<file path="src/rtl/mem_arb_pkg.sv">
// Shared types for the IF/LS memory port arbiter: FSM state, access owner
// and wait-counter width.
package mem_arb_pkg;

  localparam int unsigned WCNT_W = 4;

  typedef enum logic [1:0] {
    IDLE = 2'd0,
    ACC  = 2'd1,
    RESP = 2'd2
  } state_e;

  typedef enum logic {
    OWN_IF = 1'b0,
    OWN_LS = 1'b1
  } owner_e;

endpackage

</file>
<file path="src/rtl/mem_wait_counter.sv">
// Loadable down-counter timing one memory access; done flags the last
// access cycle (count == 1).
module mem_wait_counter
  import mem_arb_pkg::*;
(
  input  logic              stage_clk,
  input  logic              reset,
  input  logic              load_i,
  input  logic [WCNT_W-1:0] load_val_i,
  output logic              done_c_o
);

  logic [WCNT_W-1:0] cnt_q;

  always_ff @(posedge stage_clk or posedge reset) begin
    if (reset) begin
      cnt_q <= '0;
    end else if (load_i) begin
      cnt_q <= load_val_i;
    end else if (cnt_q != '0) begin
      cnt_q <= cnt_q - WCNT_W'(1);
    end
  end

  assign done_c_o = (cnt_q == WCNT_W'(1));

endmodule

</file>
<file path="src/rtl/mem_port_arbiter.sv">
// Single-port memory arbiter between fetch (IF) and load/store (LS): LS
// priority with an IF starvation guard, fixed-length accesses, flush drop.
module mem_port_arbiter
  import mem_arb_pkg::*;
#(
  parameter int unsigned ADDR_W      = 32,
  parameter int unsigned DATA_W      = 32,
  parameter int unsigned WAIT_CYCLES = 2,
  parameter int unsigned STARVE_MAX  = 4
) (
  input  logic                stage_clk,
  input  logic                reset,
  input  logic                if_req,
  input  logic [ADDR_W-1:0]   if_addr,
  output logic [DATA_W-1:0]   if_rdata,
  output logic                if_valid,
  input  logic                ls_req,
  input  logic                ls_we,
  input  logic [DATA_W/8-1:0] ls_be,
  input  logic [ADDR_W-1:0]   ls_addr,
  input  logic [DATA_W-1:0]   ls_wdata,
  output logic [DATA_W-1:0]   ls_rdata,
  output logic                ls_valid,
  input  logic                flush,
  output logic                mem_en,
  output logic                mem_we,
  output logic [DATA_W/8-1:0] mem_be,
  output logic [ADDR_W-1:0]   mem_addr,
  output logic [DATA_W-1:0]   mem_wdata,
  input  logic [DATA_W-1:0]   mem_rdata,
  output logic                if_stall,
  output logic                ls_stall
);

  localparam int unsigned BE_W     = DATA_W / 8;
  localparam int unsigned STARVE_W = $clog2(STARVE_MAX + 1);

  state_e                state_q;
  owner_e                owner_q;
  logic                  store_q;
  logic                  drop_q;
  logic [STARVE_W-1:0]   starve_q;
  logic [DATA_W-1:0]     if_rdata_q;
  logic [DATA_W-1:0]     ls_rdata_q;
  logic                  if_valid_q;
  logic                  ls_valid_q;
  logic                  mem_en_q;
  logic                  mem_we_q;
  logic [BE_W-1:0]       mem_be_q;
  logic [ADDR_W-1:0]     mem_addr_q;
  logic [DATA_W-1:0]     mem_wdata_q;

  logic                  start_c;
  logic                  grant_ls_c;
  logic                  starved_c;
  logic                  drop_c;
  logic                  wait_done_c;
  logic [STARVE_W-1:0]   starve_inc_c;

  // IF is forced only when it is actually competing and LS has hit the cap.
  assign start_c      = (state_q == IDLE) && (if_req || ls_req);
  assign starved_c    = (starve_q == STARVE_W'(STARVE_MAX));
  assign grant_ls_c   = ls_req && !(if_req && starved_c);
  assign starve_inc_c = starved_c ? starve_q : starve_q + STARVE_W'(1);
  assign drop_c       = drop_q || flush;

  mem_wait_counter u_wait (
    .stage_clk  (stage_clk),
    .reset      (reset),
    .load_i     (start_c),
    .load_val_i (WCNT_W'(WAIT_CYCLES)),
    .done_c_o   (wait_done_c)
  );

  always_ff @(posedge stage_clk or posedge reset) begin
    if (reset) begin
      state_q     <= IDLE;
      owner_q     <= OWN_IF;
      store_q     <= 1'b0;
      drop_q      <= 1'b0;
      starve_q    <= '0;
      if_rdata_q  <= '0;
      ls_rdata_q  <= '0;
      if_valid_q  <= 1'b0;
      ls_valid_q  <= 1'b0;
      mem_en_q    <= 1'b0;
      mem_we_q    <= 1'b0;
      mem_be_q    <= '0;
      mem_addr_q  <= '0;
      mem_wdata_q <= '0;
    end else begin
      if_valid_q <= 1'b0;
      ls_valid_q <= 1'b0;
      mem_en_q   <= 1'b0;
      mem_we_q   <= 1'b0;
      case (state_q)
        IDLE: begin
          if (start_c) begin
            state_q  <= ACC;
            mem_en_q <= 1'b1;
            if (grant_ls_c) begin
              owner_q     <= OWN_LS;
              store_q     <= ls_we;
              mem_we_q    <= ls_we;
              mem_be_q    <= ls_be;
              mem_addr_q  <= ls_addr;
              mem_wdata_q <= ls_wdata;
              starve_q    <= if_req ? starve_inc_c : '0;
            end else begin
              owner_q     <= OWN_IF;
              store_q     <= 1'b0;
              mem_be_q    <= '1;
              mem_addr_q  <= if_addr;
              mem_wdata_q <= '0;
              starve_q    <= '0;
            end
          end
        end
        ACC: begin
          if (owner_q == OWN_IF && flush) begin
            drop_q <= 1'b1;
          end
          // Last access cycle: mem_rdata is valid now.
          if (wait_done_c) begin
            state_q <= RESP;
            if (owner_q == OWN_LS) begin
              ls_valid_q <= 1'b1;
              if (!store_q) begin
                ls_rdata_q <= mem_rdata;
              end
            end else if (!drop_c) begin
              if_valid_q <= 1'b1;
              if_rdata_q <= mem_rdata;
            end
          end
        end
        RESP: begin
          state_q <= IDLE;
          drop_q  <= 1'b0;
        end
        default: begin
          state_q <= IDLE;
        end
      endcase
    end
  end

  assign if_rdata  = if_rdata_q;
  assign if_valid  = if_valid_q;
  assign ls_rdata  = ls_rdata_q;
  assign ls_valid  = ls_valid_q;
  assign mem_en    = mem_en_q;
  assign mem_we    = mem_we_q;
  assign mem_be    = mem_be_q;
  assign mem_addr  = mem_addr_q;
  assign mem_wdata = mem_wdata_q;
  assign if_stall  = if_req && !if_valid_q;
  assign ls_stall  = ls_req && !ls_valid_q;

endmodule

</file>
<file path="config.mk">
export PLATFORM = sky130hd
export DESIGN_NAME = mem_port_arbiter
export DESIGN_NICKNAME = d
export VERILOG_FILES = /design/src/rtl/mem_arb_pkg.sv /design/src/rtl/mem_wait_counter.sv /design/src/rtl/mem_port_arbiter.sv
export SDC_FILE = /design/constraint.sdc
export NUM_CORES = 1
export LEC_CHECK = 0
export CORE_AREA = 2 2 121 123
export CTS_CLUSTER_SIZE = 25
export DETAILED_ROUTE_END_ITERATION = 16
export DIE_AREA = 0 0 123 125
export GPL_TIMING_DRIVEN = 0
export PLACE_DENSITY = 0.93
export SYNTH_ARGS = -nofsm -noshare
export SYNTH_HDL_FRONTEND = slang
export SYNTH_HIERARCHICAL = 1
export SYNTH_SLANG_ARGS = --single-unit
</file>
<file path="constraint.sdc">
create_clock -name stage_clk -period 14.25 [get_ports stage_clk]
set_input_delay 2.1375 -clock stage_clk [delete_from_list [all_inputs] [get_ports stage_clk]]
set_output_delay 2.1375 -clock stage_clk [all_outputs]
set_load 0.01 [all_outputs]
</file>
==> impl_metrics.py, run 1 <==
metrics = {
    "final_layout": {
        "n_fill_cell": 998,
        "postLayoutCoreUtil": 0.692,
        "nets": 921,
        "final_layout_size_suffix_gt1_frac": 0.144,
        "area.growth.synth_to_final_pct": 57.5,
        "fin_area_um2": 9830,
        "multi_input_area_um2": 2160,
        "diodes": 0,
        "register_area_um2": 3700,
    },
    "timing": {
        "fin_tns_setup_ns": 0,
        "slew_violations": 0,
        "setup_viol": 0,
        "worst_pin_slew_ns": 0.563,
        "fin_crit_sh": 0.417,
        "rsz0062_at_grt": "false",
        "slew_headroom": 0.625,
        "fin_crit_ns": 5.94,
        "finClkSkew_ns": 0.0118,
        "max_freq_mhz": 168,
        "hold_viol_final": 0,
    },
    "worst_setup_path": {
        "reg2reg_slack_ns": 11.84,
        "worstPathMaxFanout": 10,
        "path_delay_family": "buffers and inverters",
        "startpoint_type": "input port",
        "crit_chain": "clkdlybuf4s50_1 -> clkbuf_1 -> nor2b_1 -> clkdlybuf4s50_1",
        "arrival_ns": 3.80,
        "cpMostUsedCell": "clkdlybuf4s50_1",
        "r2r-start": "u_wait/cnt_q[1]",
        "max_stage_delay_ns": 0.58,
        "slowest_stage": "clkdlybuf4s50_1",
        "crit_buf_inv": 3,
        "critPathCaptureType": "output pin",
        "reg2regPathDepth": 8,
        "reg2reg_to": "ls_rdata[17]",
        "crit_required_ns": 12.11,
        "crit_type": "in -> out",
        "critPathLaunch": "ls_req",
    },
    "power_and_ir_drop": {
        "power_frac_comb": 0.423,
        "leakage_nw": 4.36,
        "seq_power_share": 0.357,
        "p_int_mw": 1.32,
        "power.switching_mw": 0.612,
        "clkPwrFrac": 0.220,
        "ir_worst_vdd_mv": 0.105,
        "p_per_area_nw_per_um2": 196,
        "sw_frac_of_total": 0.317,
        "total_power_mw": 1.93,
    },
    "min_path": {
        "hold_path.class": "reg -> reg",
        "hold_end": "store_q",
        "min_path_cells": 1,
        "hp-start": "store_q",
    },
    "run": {
        "drv_cap": 0,
    },
    "global_route": {
        "grt-ovfl-total": 0,
        "grt_pass1_vias": 5335,
        "grt_max_degree": 104,
        "gr-usage-all-layers": 0.228,
        "grt_pass1_wl_um": 27200,
        "antenna_found_initial": 0,
    },
    "routing": {
        "drcViolationCount": 0,
        "drt-pass1-iter-count": 5,
        "ant_nets": 0,
        "avgRoutedWirePerCell_um": 17.8,
        "routed_wl_um": 17300,
        "num_vias": 5079,
        "drt_iter0_markers": 249,
        "vias_per_cell": 5.21,
    },
    "placed_design": {
        "place_hpwl_um": 12900,
        "port-buffer-count": 275,
        "gp_congestion": 0.838,
        "placedInstanceArea_um2": 9270,
    },
    "clock_tree": {
        "cts_setup_buffers": 0,
        "clk_pin_slew_ns": 0.06,
        "cts_buffer_depth": 2,
        "hold_buffers": 0,
        "root_buffer": "clkbuf_16",
        "insertion_delay_ns": 0.42,
        "htreeDepth": 4,
        "cts_sinks": 148,
        "cts_tree": "built",
        "post_cts_resize_count": 0,
        "cts_buffers": 17,
    },
    "die": {
        "die_h_um": 125,
        "coreArea_um2": 14200,
        "die_area_um2": 15400,
        "io_pins": 276,
        "rows": 44,
        "fp.dieW_um": 123,
        "initial_core_util": 0.440,
    },
    "synthesis": {
        "synth-seq-cells": 148,
        "netlist_top_cells_count": "dfrtp_1 (148), inv_1 (42), a22o_1 (35)",
        "ys_top_cells_by_area": "dfrtp_1 (59%), mux2_4 (7.0%), mux2_2 (6.1%)",
        "yosysMostFrequentCell": "dfrtp_1",
        "syn_area_um2": 6250,
        "yosysTopAreaCellShare": 0.593,
        "synth_top_flop_cell": "dfrtp_1",
        "synthCells": 481,
        "avgSynthCellArea_um2": 13.0,
        "ys_async_sr_fraction": 1.00,
        "synth.largest_area_cell": "dfrtp_1",
        "synth_edf_count": 0,
        "yosysSeqAreaShare": 0.593,
        "synth_cell_type_count": 38,
        "ys_warn_count": 6,
    },
    "status": {
        "outcome": "finished clean",
    },
}
-- area by class of cell --
| class | count | share of cell area |
|---|---|---|
| Clock buffer | 18 | 0.0436 |
| Tap cell | 184 | 0.0234 |
| Clock inverter | 13 | 0.0139 |
| Buffer | 43 | 0.0235 |
| Multi-Input combinational cell | 249 | 0.219 |
| Timing Repair Buffer | 276 | 0.283 |
| Inverter | 43 | 0.0169 |
| Sequential cell | 148 | 0.377 |
-- cell families after synthesis --
logic type                 count (synthesis)  synth area share
adders and majority gates                  5            0.0100
AOI/OAI and AO/OA                         82             0.111
DFF                                      148             0.593
other                                      2           0.00120
buffers and inverters                     86            0.0629
xor gates and xnor gates                   3           0.00421
and+or+nand+nor                           91            0.0851
muxes                                     64             0.133
-- sequential cells by signal (all words and copies together), names as in the netlist --
register	count
drop_q	1
if_rdata	32
if_valid	1
ls_rdata	32
ls_valid	1
mem_addr	32
mem_be	4
mem_en	1
mem_wdata	32
mem_we	1
owner_q	1
starve_q	3
state_q	2
store_q	1
u_wait/cnt_q	4
-- stage by stage --
step           instances  hold slack [ns]  setup WS (ns)
6_report             974            0.503           8.31
3_3_place_gp         942            0.470           6.29
5_1_grt              974            0.516           8.26
2_1_floorplan        483            0.474           8.25
3_5_place_dp         943            0.491           8.32
4_1_cts              974            0.507           8.31
-- power by group through the flow --
stage               sequential [mW]  clock (mW)  combinational, mW
finish                        0.689       0.424              0.817
global route                  0.708       0.452              0.876
CTS                           0.689       0.435              0.823
detailed placement            0.693           0              0.819
global placement              0.682           0              0.797
floorplan                     0.755           0              0.309
-- routing by layer --
layer / part of all wire / routed length [um] / vias up / track usage
li1: - / - / 2352 / -
met1: 0.38 / 6560 / 2457 / 0.259
met2: 0.51 / 8880 / 216 / 0.390
met3: 0.070 / 1220 / 54 / 0.0634
met4: 0.038 / 656 / 0 / 0.113
met5: 0 / 0 / - / 0
-- cells in the final DEF (no fill, tap or decap), drive strengths merged, types with 2 or more instances in the layout --
| master | count |
|---|---|
| clkdlybuf4s50 | 275 |
| dfrtp | 148 |
| mux2 | 64 |
| clkbuf | 46 |
| inv | 44 |
| a22o | 35 |
| nand3 | 34 |
| nand4 | 32 |
| o221ai | 32 |
| buf | 16 |
| nand2 | 6 |
| clkinv | 6 |
| ha | 5 |
| o22a | 4 |
| nor2b | 4 |
| clkinvlp | 4 |
| conb | 4 |
| o21ai | 4 |
| xnor2 | 3 |
| nor3b | 3 |
| nor2 | 2 |
| and2 | 2 |
| o22ai | 2 |
| nand2b | 2 |
| bufinv | 2 |
| o31ai | 2 |
-- worst max path at each step --
stage	endpoint	slack, ns	depth (start not counted)
floorplan	drop_q	8.25	1
global placement	if_rdata[22]	6.29	2
detailed placement	ls_stall	8.32	4
CTS	ls_stall	8.31	4
global route	ls_stall	8.26	4
finish	ls_stall	8.31	4
Power figures use the tool's default switching activity.
==> run 2: changes to the inputs <==
--- a/config.mk
+++ b/config.mk
@@ -5,12 +5,12 @@
 export SDC_FILE = /design/constraint.sdc
 export NUM_CORES = 1
 export LEC_CHECK = 0
-export CORE_AREA = 2 2 121 123
+export CORE_AREA = 2 2 132 134
 export CTS_CLUSTER_SIZE = 25
 export DETAILED_ROUTE_END_ITERATION = 16
-export DIE_AREA = 0 0 123 125
+export DIE_AREA = 0 0 134 136
 export GPL_TIMING_DRIVEN = 0
-export PLACE_DENSITY = 0.93
+export PLACE_DENSITY = 0.84
 export SYNTH_ARGS = -nofsm -noshare
 export SYNTH_HDL_FRONTEND = slang
 export SYNTH_HIERARCHICAL = 1
==> constraint.sdc (replaced) <==
create_clock -name stage_clk -period 5.2 [get_ports stage_clk]
set_input_delay 0.78 -clock stage_clk [delete_from_list [all_inputs] [get_ports stage_clk]]
set_output_delay 0.78 -clock stage_clk [all_outputs]
set_load 0.01 [all_outputs]
==> impl_metrics.py, run 2 (same netlist as run 1, synthesis figures left out) <==
metrics = {
    "power_and_ir_drop": {
        "sw_frac_of_total": 0.320,
        "p_int_mw": 3.56,
        "power.switching_mw": 1.68,
        "ir_worst_vdd_mv": 0.264,
        "clkPwrFrac": 0.215,
        "seq_power_share": 0.359,
        "p_per_area_nw_per_um2": 531,
        "total_power_mw": 5.24,
        "power_frac_comb": 0.426,
        "leakage_nw": 4.37,
    },
    "global_route": {
        "grt_pass1_wl_um": 28300,
        "antenna_found_initial": 0,
        "grt_pass1_vias": 5359,
        "grt_max_degree": 75,
        "grt-ovfl-total": 0,
        "gr-usage-all-layers": 0.198,
    },
    "routing": {
        "ant_nets": 0,
        "avgRoutedWirePerCell_um": 17.5,
        "num_vias": 5064,
        "routed_wl_um": 17700,
        "drt-pass1-iter-count": 4,
        "drcViolationCount": 0,
        "vias_per_cell": 4.98,
        "drt_iter0_markers": 218,
    },
    "min_path": {
        "hold_path.class": "reg -> reg",
        "hp-start": "if_rdata[28]",
        "hold_end": "if_rdata[28]",
        "min_path_cells": 1,
    },
    "final_layout": {
        "mostFrequentLayoutCells": "clkdlybuf4s50_1 (275), dfrtp_1 (148), inv_1 (41)",
        "fin_area_um2": 9860,
        "diodes": 0,
        "n_fill_cell": 1398,
        "register_area_um2": 3700,
        "multi_input_area_um2": 2160,
        "final_layout_size_suffix_gt1_frac": 0.145,
        "final_common_cell": "clkdlybuf4s50_1",
        "area.growth.synth_to_final_pct": 57.9,
        "postLayoutCoreUtil": 0.584,
        "nets": 921,
    },
    "timing": {
        "worst_pin_slew_ns": 0.672,
        "rsz0062_at_grt": "false",
        "fin_tns_setup_ns": 0,
        "fin_crit_sh": 0.618,
        "setup_viol": 0,
        "hold_viol_final": 0,
        "fin_crit_ns": 3.22,
        "max_freq_mhz": 311,
        "slew_violations": 0,
        "slew_headroom": 0.552,
        "finClkSkew_ns": 0.0124,
    },
    "clock_tree": {
        "post_cts_resize_count": 0,
        "cts_sinks": 148,
        "cts_tree": "built",
        "cts_setup_buffers": 0,
        "cts_buffer_depth": 2,
        "insertion_delay_ns": 0.41,
        "htreeDepth": 4,
        "clk_pin_slew_ns": 0.06,
        "cts_buffers": 17,
        "hold_buffers": 0,
        "root_buffer": "clkbuf_16",
    },
    "worst_setup_path": {
        "crit_type": "in -> out",
        "arrival_ns": 2.44,
        "slowest_stage": "clkdlybuf4s50_1",
        "cpMostUsedCell": "clkdlybuf4s50_1",
        "crit_required_ns": 4.42,
        "reg2regPathDepth": 8,
        "r2r-start": "u_wait/cnt_q[1]",
        "crit_cells": 4,
        "max_stage_delay_ns": 0.57,
        "critPathCaptureType": "output pin",
        "reg2reg_to": "ls_rdata[11]",
        "crit_buf_inv": 3,
        "reg2reg_slack_ns": 2.63,
        "startpoint_type": "input port",
        "worstPathMaxFanout": 10,
        "crit_chain": "clkdlybuf4s50_1 -> clkbuf_1 -> nor2b_1 -> clkdlybuf4s50_1",
        "path_delay_family": "buffers and inverters",
    },
    "die": {
        "coreArea_um2": 16900,
        "initial_core_util": 0.370,
        "die_area_um2": 18200,
        "die_h_um": 136,
        "io_pins": 276,
        "rows": 48,
        "fp.dieW_um": 134,
    },
    "placed_design": {
        "port-buffer-count": 275,
        "gp_congestion": 0.829,
        "placedInstanceArea_um2": 9320,
        "place_hpwl_um": 13000,
    },
    "run": {
        "drv_cap": 0,
    },
    "status": {
        "outcome": "finished clean",
    },
}
==> run 2: metrics by stage <==
stage	cells	hold WS [ns]	worst slack, ns
6_report	1016	0.503	1.98
5_1_grt	1016	0.518	1.84
4_1_cts	1016	0.504	1.93
3_5_place_dp	984	0.491	1.94
3_3_place_gp	983	0.472	-1.54
2_1_floorplan	483	0.474	0.554
==> run 2: power by group through the flow <==
stage | clock (mW) | sequential, mW | combinational, mW
after CTS | 1.16 | 1.88 | 2.26
after floorplan | 0 | 2.07 | 0.846
after global routing | 1.22 | 1.94 | 2.40
after detailed placement | 0 | 1.89 | 2.25
after global placement | 0 | 1.87 | 2.20
final | 1.13 | 1.88 | 2.23
==> run 2: final cells by class <==
type / instances / share of cell area
clock inverters: 14 / 0.0114
clock buffers: 18 / 0.0435
flip-flops and latches: 148 / 0.376
plain buffers: 43 / 0.0235
well taps: 225 / 0.0285
repair buffers: 276 / 0.282
multi-input cells: 249 / 0.219
inverters: 43 / 0.0169
==> run 2: how the worst max path moves through the flow <==
stage                       from            to  slack [ns]
final                     ls_req      ls_stall        1.98
after global routing      ls_req      ls_stall        1.84
after CTS                 ls_req      ls_stall        1.93
after detailed placement  ls_req      ls_stall        1.94
after global placement     reset  if_rdata[18]       -1.54
after floorplan            reset        drop_q        0.55
==> run 2: routing by layer <==
| layer | GRT usage | vias up | wire, um |
|---|---|---|---|
| met1 | 0.235 | 2468 | 7210 |
| met2 | 0.338 | 210 | 8880 |
| met5 | 0 | - | 0 |
| met3 | 0.0600 | 37 | 1220 |
| li1 | - | 2349 | - |
| met4 | 0.0774 | 0 | 444 |
